## config.mk

```make
export PLATFORM = sky130hd
export DESIGN_NAME = ltl_monitor_cluster
export DESIGN_NICKNAME = d
export VERILOG_FILES = /design/src/rtl/ltl_monitor_cluster.sv
export SDC_FILE = /design/constraint.sdc
export NUM_CORES = 1
export LEC_CHECK = 0
export ABC_CLOCK_PERIOD_IN_PS = 2500
export BUFFER_PORTS_ARGS = -buffer_cell sky130_fd_sc_hd__buf_4
export CORE_MARGIN = 4
export CORE_UTILIZATION = 35
export DETAILED_ROUTE_END_ITERATION = 10
export GPL_ROUTABILITY_DRIVEN = 0
export PLACE_DENSITY = 0.53
export SYNTH_ARGS = -nofsm -noshare
export SYNTH_HDL_FRONTEND = slang
export SYNTH_SLANG_ARGS = --single-unit
```

## constraint.sdc

```tcl
create_clock -name clk -period 2.5 [get_ports clk]
set_input_delay 0.375 -clock clk [delete_from_list [all_inputs] [get_ports clk]]
set_output_delay 0.375 -clock clk [all_outputs]
set_load 0.01 [all_outputs]
```

## src/rtl/ltl_monitor_cluster.sv

```systemverilog
// Parametrised LTL monitor cluster: per-property violation lanes plus first-violation capture.
// Optional macro LTL_MON_SYMBOL_TRACE_EN builds the first_sym capture register.

module ltl_prop_lane #(
    parameter int NUM_REPORTS = 4,
    parameter int CNT_W       = 16
) (
    input  logic                   clk,
    input  logic                   reset,
    input  logic                   run,
    input  logic                   en,
    input  logic [NUM_REPORTS-1:0] rep,
    input  logic                   clr,
    output logic                   hit,
    output logic                   live,
    output logic                   sticky,
    output logic [CNT_W-1:0]       count
);
    logic             live_q, live_d;
    logic             sticky_q, sticky_d;
    logic [CNT_W-1:0] count_q, count_d;

    always_comb begin
        hit      = run & en & (|rep);
        live_d   = hit;
        // A hit in the clear cycle wins over the clear.
        sticky_d = hit ? 1'b1 : (clr ? 1'b0 : sticky_q);
        count_d  = count_q;
        if (clr)
            count_d = hit ? CNT_W'(1) : '0;
        else if (hit && !(&count_q))
            count_d = count_q + CNT_W'(1);
    end

    always_ff @(posedge clk) begin
        if (reset) begin
            live_q   <= 1'b0;
            sticky_q <= 1'b0;
            count_q  <= '0;
        end else begin
            live_q   <= live_d;
            sticky_q <= sticky_d;
            count_q  <= count_d;
        end
    end

    assign live   = live_q;
    assign sticky = sticky_q;
    assign count  = count_q;
endmodule

module ltl_monitor_cluster #(
    parameter int NUM_PROPS   = 10,
    parameter int NUM_REPORTS = 4,
    parameter int SYM_W       = 8,
    parameter int CNT_W       = 16,
    parameter int TS_W        = 32,
    parameter int ID_W        = 5
) (
    input  logic                             clk,
    input  logic                             reset,
    input  logic                             run,
    input  logic [SYM_W-1:0]                 symbols,
    input  logic [NUM_PROPS*NUM_REPORTS-1:0] report_in,
    input  logic [NUM_PROPS-1:0]             prop_en,
    input  logic [NUM_PROPS-1:0]             clear_mask,
    input  logic                             ack,
    output logic [NUM_PROPS-1:0]             viol_live,
    output logic [NUM_PROPS-1:0]             viol_sticky,
    output logic [NUM_PROPS*CNT_W-1:0]       viol_count,
    output logic                             first_valid,
    output logic [ID_W-1:0]                  first_id,
    output logic [TS_W-1:0]                  first_ts,
    output logic [SYM_W-1:0]                 first_sym,
    output logic                             irq
);
    typedef enum logic {ARMED = 1'b0, HELD = 1'b1} state_e;

    logic [NUM_PROPS-1:0] hit;

    for (genvar p = 0; p < NUM_PROPS; p++) begin : g_lane
        ltl_prop_lane #(
            .NUM_REPORTS(NUM_REPORTS),
            .CNT_W      (CNT_W)
        ) u_lane (
            .clk   (clk),
            .reset (reset),
            .run   (run),
            .en    (prop_en[p]),
            .rep   (report_in[p*NUM_REPORTS +: NUM_REPORTS]),
            .clr   (clear_mask[p]),
            .hit   (hit[p]),
            .live  (viol_live[p]),
            .sticky(viol_sticky[p]),
            .count (viol_count[p*CNT_W +: CNT_W])
        );
    end

    state_e          state_q, state_d;
    logic [TS_W-1:0] ts_q, ts_d;
    logic [ID_W-1:0] first_id_q, first_id_d;
    logic [TS_W-1:0] first_ts_q, first_ts_d;
    logic [ID_W-1:0] low_id;
    logic            any_hit;
    logic            capture;

    always_comb begin
        any_hit = |hit;
        low_id  = '0;
        for (int p = NUM_PROPS - 1; p >= 0; p--)
            if (hit[p]) low_id = ID_W'(p);
        // An ack coinciding with a new hit re-arms and recaptures in one step.
        capture    = any_hit && (state_q == ARMED || ack);
        state_d    = state_q;
        if (any_hit)
            state_d = HELD;
        else if (state_q == HELD && ack)
            state_d = ARMED;
        ts_d       = run ? ts_q + TS_W'(1) : ts_q;
        first_id_d = capture ? low_id : first_id_q;
        first_ts_d = capture ? ts_q : first_ts_q;
    end

    always_ff @(posedge clk) begin
        if (reset) begin
            state_q    <= ARMED;
            ts_q       <= '0;
            first_id_q <= '0;
            first_ts_q <= '0;
        end else begin
            state_q    <= state_d;
            ts_q       <= ts_d;
            first_id_q <= first_id_d;
            first_ts_q <= first_ts_d;
        end
    end

`ifdef LTL_MON_SYMBOL_TRACE_EN
    logic [SYM_W-1:0] first_sym_q, first_sym_d;

    always_comb first_sym_d = capture ? symbols : first_sym_q;

    always_ff @(posedge clk) begin
        if (reset) first_sym_q <= '0;
        else       first_sym_q <= first_sym_d;
    end

    assign first_sym = first_sym_q;
`else
    logic unused_symbols;
    assign unused_symbols = ^symbols;
    assign first_sym      = '0;
`endif

    assign first_valid = (state_q == HELD);
    assign irq         = first_valid;
    assign first_id    = first_id_q;
    assign first_ts    = first_ts_q;
endmodule
```

# Word level (Yosys, flattened, before mapping)
# Index checks and enable logic that the tools add are counted.
[totals]
reg_bits = 250
latchBits = 0
memories = 0
ram_bits = 0
wordCells = 193
in_bits = 72
rom_bits = 0
output_inout_bits = 227
[op_classes]
shift = 0
eq_ne = 0
div_mod_pow = 0
bitwise = 21
reduce_logical = 65
n_addsub = 11
muxes = 62
n_lt_le_gt_ge = 0
multipliers = 0
[ops]
columns = ["op", "n"]
rows = [
  ["two-way mux 16 bit", 20],
  ["adder 16 x 1 -> 16 bit (second input constant)", 10],
  ["AND reduction 16 bit", 10],
  ["nonzero test 2 bit", 21],
  ["OR reduction 4 bit", 10],
  ["two-way mux 5 bit", 7],
  ["adder 32 x 1 -> 32 bit (second input constant)", 1],
  ["two-way mux 1 bit", 32],
  ["AND 1 bit", 20],
  ["logical AND 1 bit", 12],
  ["two-way mux 4 bit", 3],
  ["logical NOT 1 bit", 10],
  ["OR reduction 10 bit", 1],
  ["logical OR 1 bit", 1],
  ["inverter 1 bit", 1],
]

# Depth between registers and ports, before layout
[logic_depth]
ltp_word = 12
mapped_depth = 8
mapped_depth_nobuf = 6

# Modules after synthesis
# Synthesis repeated with hierarchy kept, for this count alone.
[unflattened]
cells_unflattened = 1480
hier_area_um2 = 12365.6
[by_module_without_submodules]
columns = ["module", "area_per_inst_um2", "n_inst", "seq_area_each_um2", "cells_each"]
rows = [
  ["ltl_prop_lane", 939.7, 10, 360.3, 113],
  ["ltl_monitor_cluster", 2969.1, 1, 1381.3, 350],
]

# Least setup slack after synthesis
# No wires, ideal clock.
[synth_timing]
path_type = "register to register"
startpoint = "reg g_lane[8].u_lane.count_q[0]"
endpoint = "reg g_lane[8].u_lane.count_q[1]"
slack_ns = 0.560
setup_ns = 0.122
required_ns = 2.378
t_arrival_ns = 1.818
path_buffers = 1
period_less_slack_ns = 1.940
stages_incl_launch_ff = 8
path_cell_list = "dfxtp_1 ha_1 nand3_1 or3_1 clkbuf_1 o21ai_0 mux2i_1 nor2_1"
[synth_via]
elab_chain_len = 4
word_cells_on_any_way = 7
classes_between = "1 x add/sub; 2 x mux; 4 x reduce/logical"
[synth_rtl]
columns = ["item", "line_no", "rtl"]
rows = [
  ["start, declared", "21", "logic [CNT_W-1:0] count_q, count_d;"],
  ["start signal, assigned", "43", "count_q <= count_d;"],
  ["parallel branches: the longest is 4 deep, another holds adder 16 x 1 -> 16 bit", "n/a", ""],
]
# Several ways; the timed one is not identified. The select of a mux whose other input is x is not followed.
# A chain may end at the register's enable or synchronous reset.

# Final worst setup path
[layout_timing]
startpoint = "reg g_lane[0].u_lane.count_q[6]"
endpoint = "reg g_lane[0].u_lane.count_q[9]"
[layout_via]
elab_chain_len = 4
word_cells_on_any_way = 7
classes_between = "1 x add/sub; 2 x mux; 4 x reduce/logical"
[layout_rtl]
columns = ["item", "line_no"]
rows = [
  ["start, declared", "21"],
  ["start signal, assigned", "43"],
  ["parallel branches: the longest is 4 deep, another holds adder 16 x 1 -> 16 bit", "n/a"],
]
# Several ways; the timed one is not identified. The select of a mux whose other input is x is not followed.

==> summary.md <==
| Metric | Value |
|---|---|
| Synth Cell Area | `0.0121 mm^2` |
| Iter 0 DRT Violations | `469` |
| Area after DPL | `0.0145 mm^2` |
| I/O pin count | `299` |
| Post-Synth Adder-Cell Area | `0.0114` |
| Multi-input gate area | `0.00653 mm^2` |
| Sequential area share after synthesis | `0.414` |
| Largest area contributor in the netlist | `dfxtp_1` |
| Crit end category | `flip-flop` |
| Peak VDD IR | `0.467 mV` |
| Worst slew pin tran | `0.618 ns` |
| # Post-CTS Setup Buffers | `0` |
| Post-synth EDFFs | `0` |
| DR DRC count | `0` |
| CP delay by family, top | `simple AND/OR/NAND/NOR gates` |
| Drt wl/cell | `16.8 um` |
| Worst Setup Start Kind | `flip-flop` |
| Die width | `194 um` |
| Final worst slack | `0.336 ns` |
| Yosys Warn Count | `0` |
| Die footprint | `0.0375 mm^2` |
| Post-Synth Simple-Gate Area | `0.279` |
| Fraction of synthesized cell area in xor and xnor cells | `0.0712` |
| First-pass GRT wire length | `58.7 mm` |
| Hold Fails Final Rpt | `0` |
| Most frequent cells in the layout | `311 x buf_4, 249 x dfxtp_1, 153 x nor2_1` |
| Core area | `0.0338 mm^2` |
| Met2 wire len | `16.6 mm` |
| Final period utilization | `0.866` |
| Share of cells above drive strength 1 | `0.247` |
| Clock skew | `0.00668 ns` |
| Std cell rows | `67` |
| Avg Cell Area, Syn | `8.63 um^2` |
| TNS Setup | `0 ns` |
| Metal-1 WL | `16.4 mm` |
| Post-synth top flop | `dfxtp_1` |
| Clock Tree Root | `clkbuf_16` |
| Met3 WL post-DR | `2.24 mm` |
| Final core occ | `0.460` |
| Chip Height | `194 um` |
| Power per standard cell area | `574 mW/mm^2` |
| Max layer used | `met4` |
| Yosys reg bits | `249` |
| Setup violations, final | `0` |
| Status | `complete, no violations` |
| Fillers | `3409` |
| Max_cap viols | `0` |
| Post-DP HPWL | `26.8 mm` |
| Post-Place Worst Slack | `0.171 ns` |
| Synth async-reset ratio | `0` |
| Max H-tree Level | `1` |
| Critical Path RT | `2.92 ns` |
| Area Growth Syn to Fin | `29.0%` |
| Initial Util | `0.357` |
| Post-synthesis cell count | `1397` |
| Finished Cell Area | `0.0155 mm^2` |
| RSZ-0062 raised after global routing | `no` |
| Netlist cell types | `80` |
| Vias in the first global route | `10700` |
| Cts repair resizes | `0` |
| Register area | `0.00498 mm^2` |
| Leak | `0.00597 uW` |
| First-pass iteration count of the detailed router | `5` |
| WP data arrival | `2.59 ns` |
| Slew HR | `0.586` |
| Worst-path clk slew | `0.06 ns` |
| Mux contribution to synthesized area | `0.0349` |
| Area contributors post-synth | `dfxtp_1 41%, nor2_1 4.8%, nand2_1 4.7%` |
| Slowest CP cell | `or4_1` |
| CTS tree | `done` |
| Compound-cell area share of the yosys netlist | `0.143` |
| Net count, final | `1751` |
| Crit path time final | `2.16 ns` |
| Clock Sinks | `249` |
| Commonest non-fill, non-tap cell in the layout | `buf_4` |
| Max clock buf depth | `3` |
| Largest family of logic cells by synthesized area | `simple AND/OR/NAND/NOR gates` |
| Power, Total | `8920 uW` |
| Worst Path Buf+Inv | `0` |
| Clock latency on the worst-skew pair | `0.55 ns` |
| CTS Hold Bufs | `0` |
| Via count | `11100` |
| # port buffers | `281` |
| Crit Path Class | `flip-flop to flip-flop` |
| Synth top area share | `0.414` |
| Achievable Freq | `462 MHz` |
| WL final | `36.0 mm` |
| Post-route ant nets | `0` |
| Grt ovf | `0` |
| Hold Crit Class | `input pin to flip-flop` |
| Max stage delay on crit path | `0.74 ns` |
| Crit path max fanout | `10` |
| Largest net degree at the start of global routing | `42` |
| Slew Limit Fails | `0` |
| Gr usage total | `0.184` |
| TritonCTS Buffers | `30` |
| CP Cell Sequence | `nand4_1, or4_1, o211ai_2, or3_1, a21oi_1` |
| DR vias/cell | `5.19` |
| Initial antenna violation count | `0` |
[logic make-up after synthesis]
family          after synthesis
compound gates              255
other cells                   1
fa+ha+maj                    11
mux                          42
buf+inv                     108
flops                       249
xor+xnor                     98
simple gates                633
[path summary, 6_finish.rpt]
kind | startpoint | cells after the start | to | slack (ns)
hold / removal | clear_mask[6] | 2 | g_lane[6].u_lane.count[0] | 0.07
setup reg to reg | g_lane[0].u_lane.count[6] | 5 | g_lane[0].u_lane.count[9] | 0.34
setup / recovery | g_lane[0].u_lane.count[6] | 5 | g_lane[0].u_lane.count[9] | 0.34
hold reg to reg | g_lane[0].u_lane.sticky | 2 | g_lane[0].u_lane.sticky | 0.45
[power breakdown]
group / total [uW] / switching [uW] / internal, uW / leakage (uW)
sequential: 4040 / 33.2 / 4010 / 0.00201
clock: 4330 / 1730 / 2600 / 0.000497
combinational: 553 / 322 / 231 / 0.00346
[area by class of cell]
class | instances | share of cell area
multi-input combinational | 1048 | 0.420
inverter | 26 | 0.00628
tap | 448 | 0.0361
timing repair buffer | 313 | 0.153
clock inverter | 11 | 0.00555
clock buffer | 45 | 0.0584
sequential | 249 | 0.321
antenna | 1 | 0.000161
[synth_stat cells (4+ instances only)]
master     number
a211oi_1        7
a21o_1          6
a21oi_1        66
and2_1         13
and3_1         23
and4_1         24
buf_1           5
buf_2           4
buf_4          31
clkbuf_1       38
dfxtp_1       249
ha_1           11
inv_1          25
mux2i_1        42
nand2_1       152
nand3_1        54
nand4_1        40
nor2_1        153
nor3_1         19
nor3b_1         5
nor4_1         24
nor4_2          6
o2111ai_1      18
o211ai_1       33
o21a_1          7
o21ai_0        53
o22ai_1         5
o311ai_0        4
o31ai_1        22
or2_2          20
or3_1          38
or4_1          29
xnor2_1        34
xor2_1         64
[worst register-to-register path, cell delays in order, from the launching register on]
cell	delay, ns
dfxtp_1	0.44
nand4_1	0.21
or4_1	0.74
o211ai_2	0.42
or3_1	0.17
a21oi_1	0.06
[layer usage]
layer  GRT usage  up-vias
met5           0        -
met4      0.0399        0
met3      0.0423       45
met2       0.304      264
met1       0.248     5191
li1            -     5614
[through the flow]
stage | std cells | hold WS (ns)
2_1_floorplan | 1405 | 0.427
3_3_place_gp | 2084 | 0.439
3_5_place_dp | 2084 | 0.441
4_1_cts | 2140 | 0.0253
5_1_grt | 2140 | 0.0395
6_report | 2141 | 0.0683
[sequential cells by signal, summed over array words and instances (netlist names)]
register / cells
first_id: 4
first_ts: 32
g_lane.u_lane.count: 160
g_lane.u_lane.live: 10
g_lane.u_lane.sticky: 10
ts_q: 32
first_valid: 1
(Power assumes the default switching activity.)
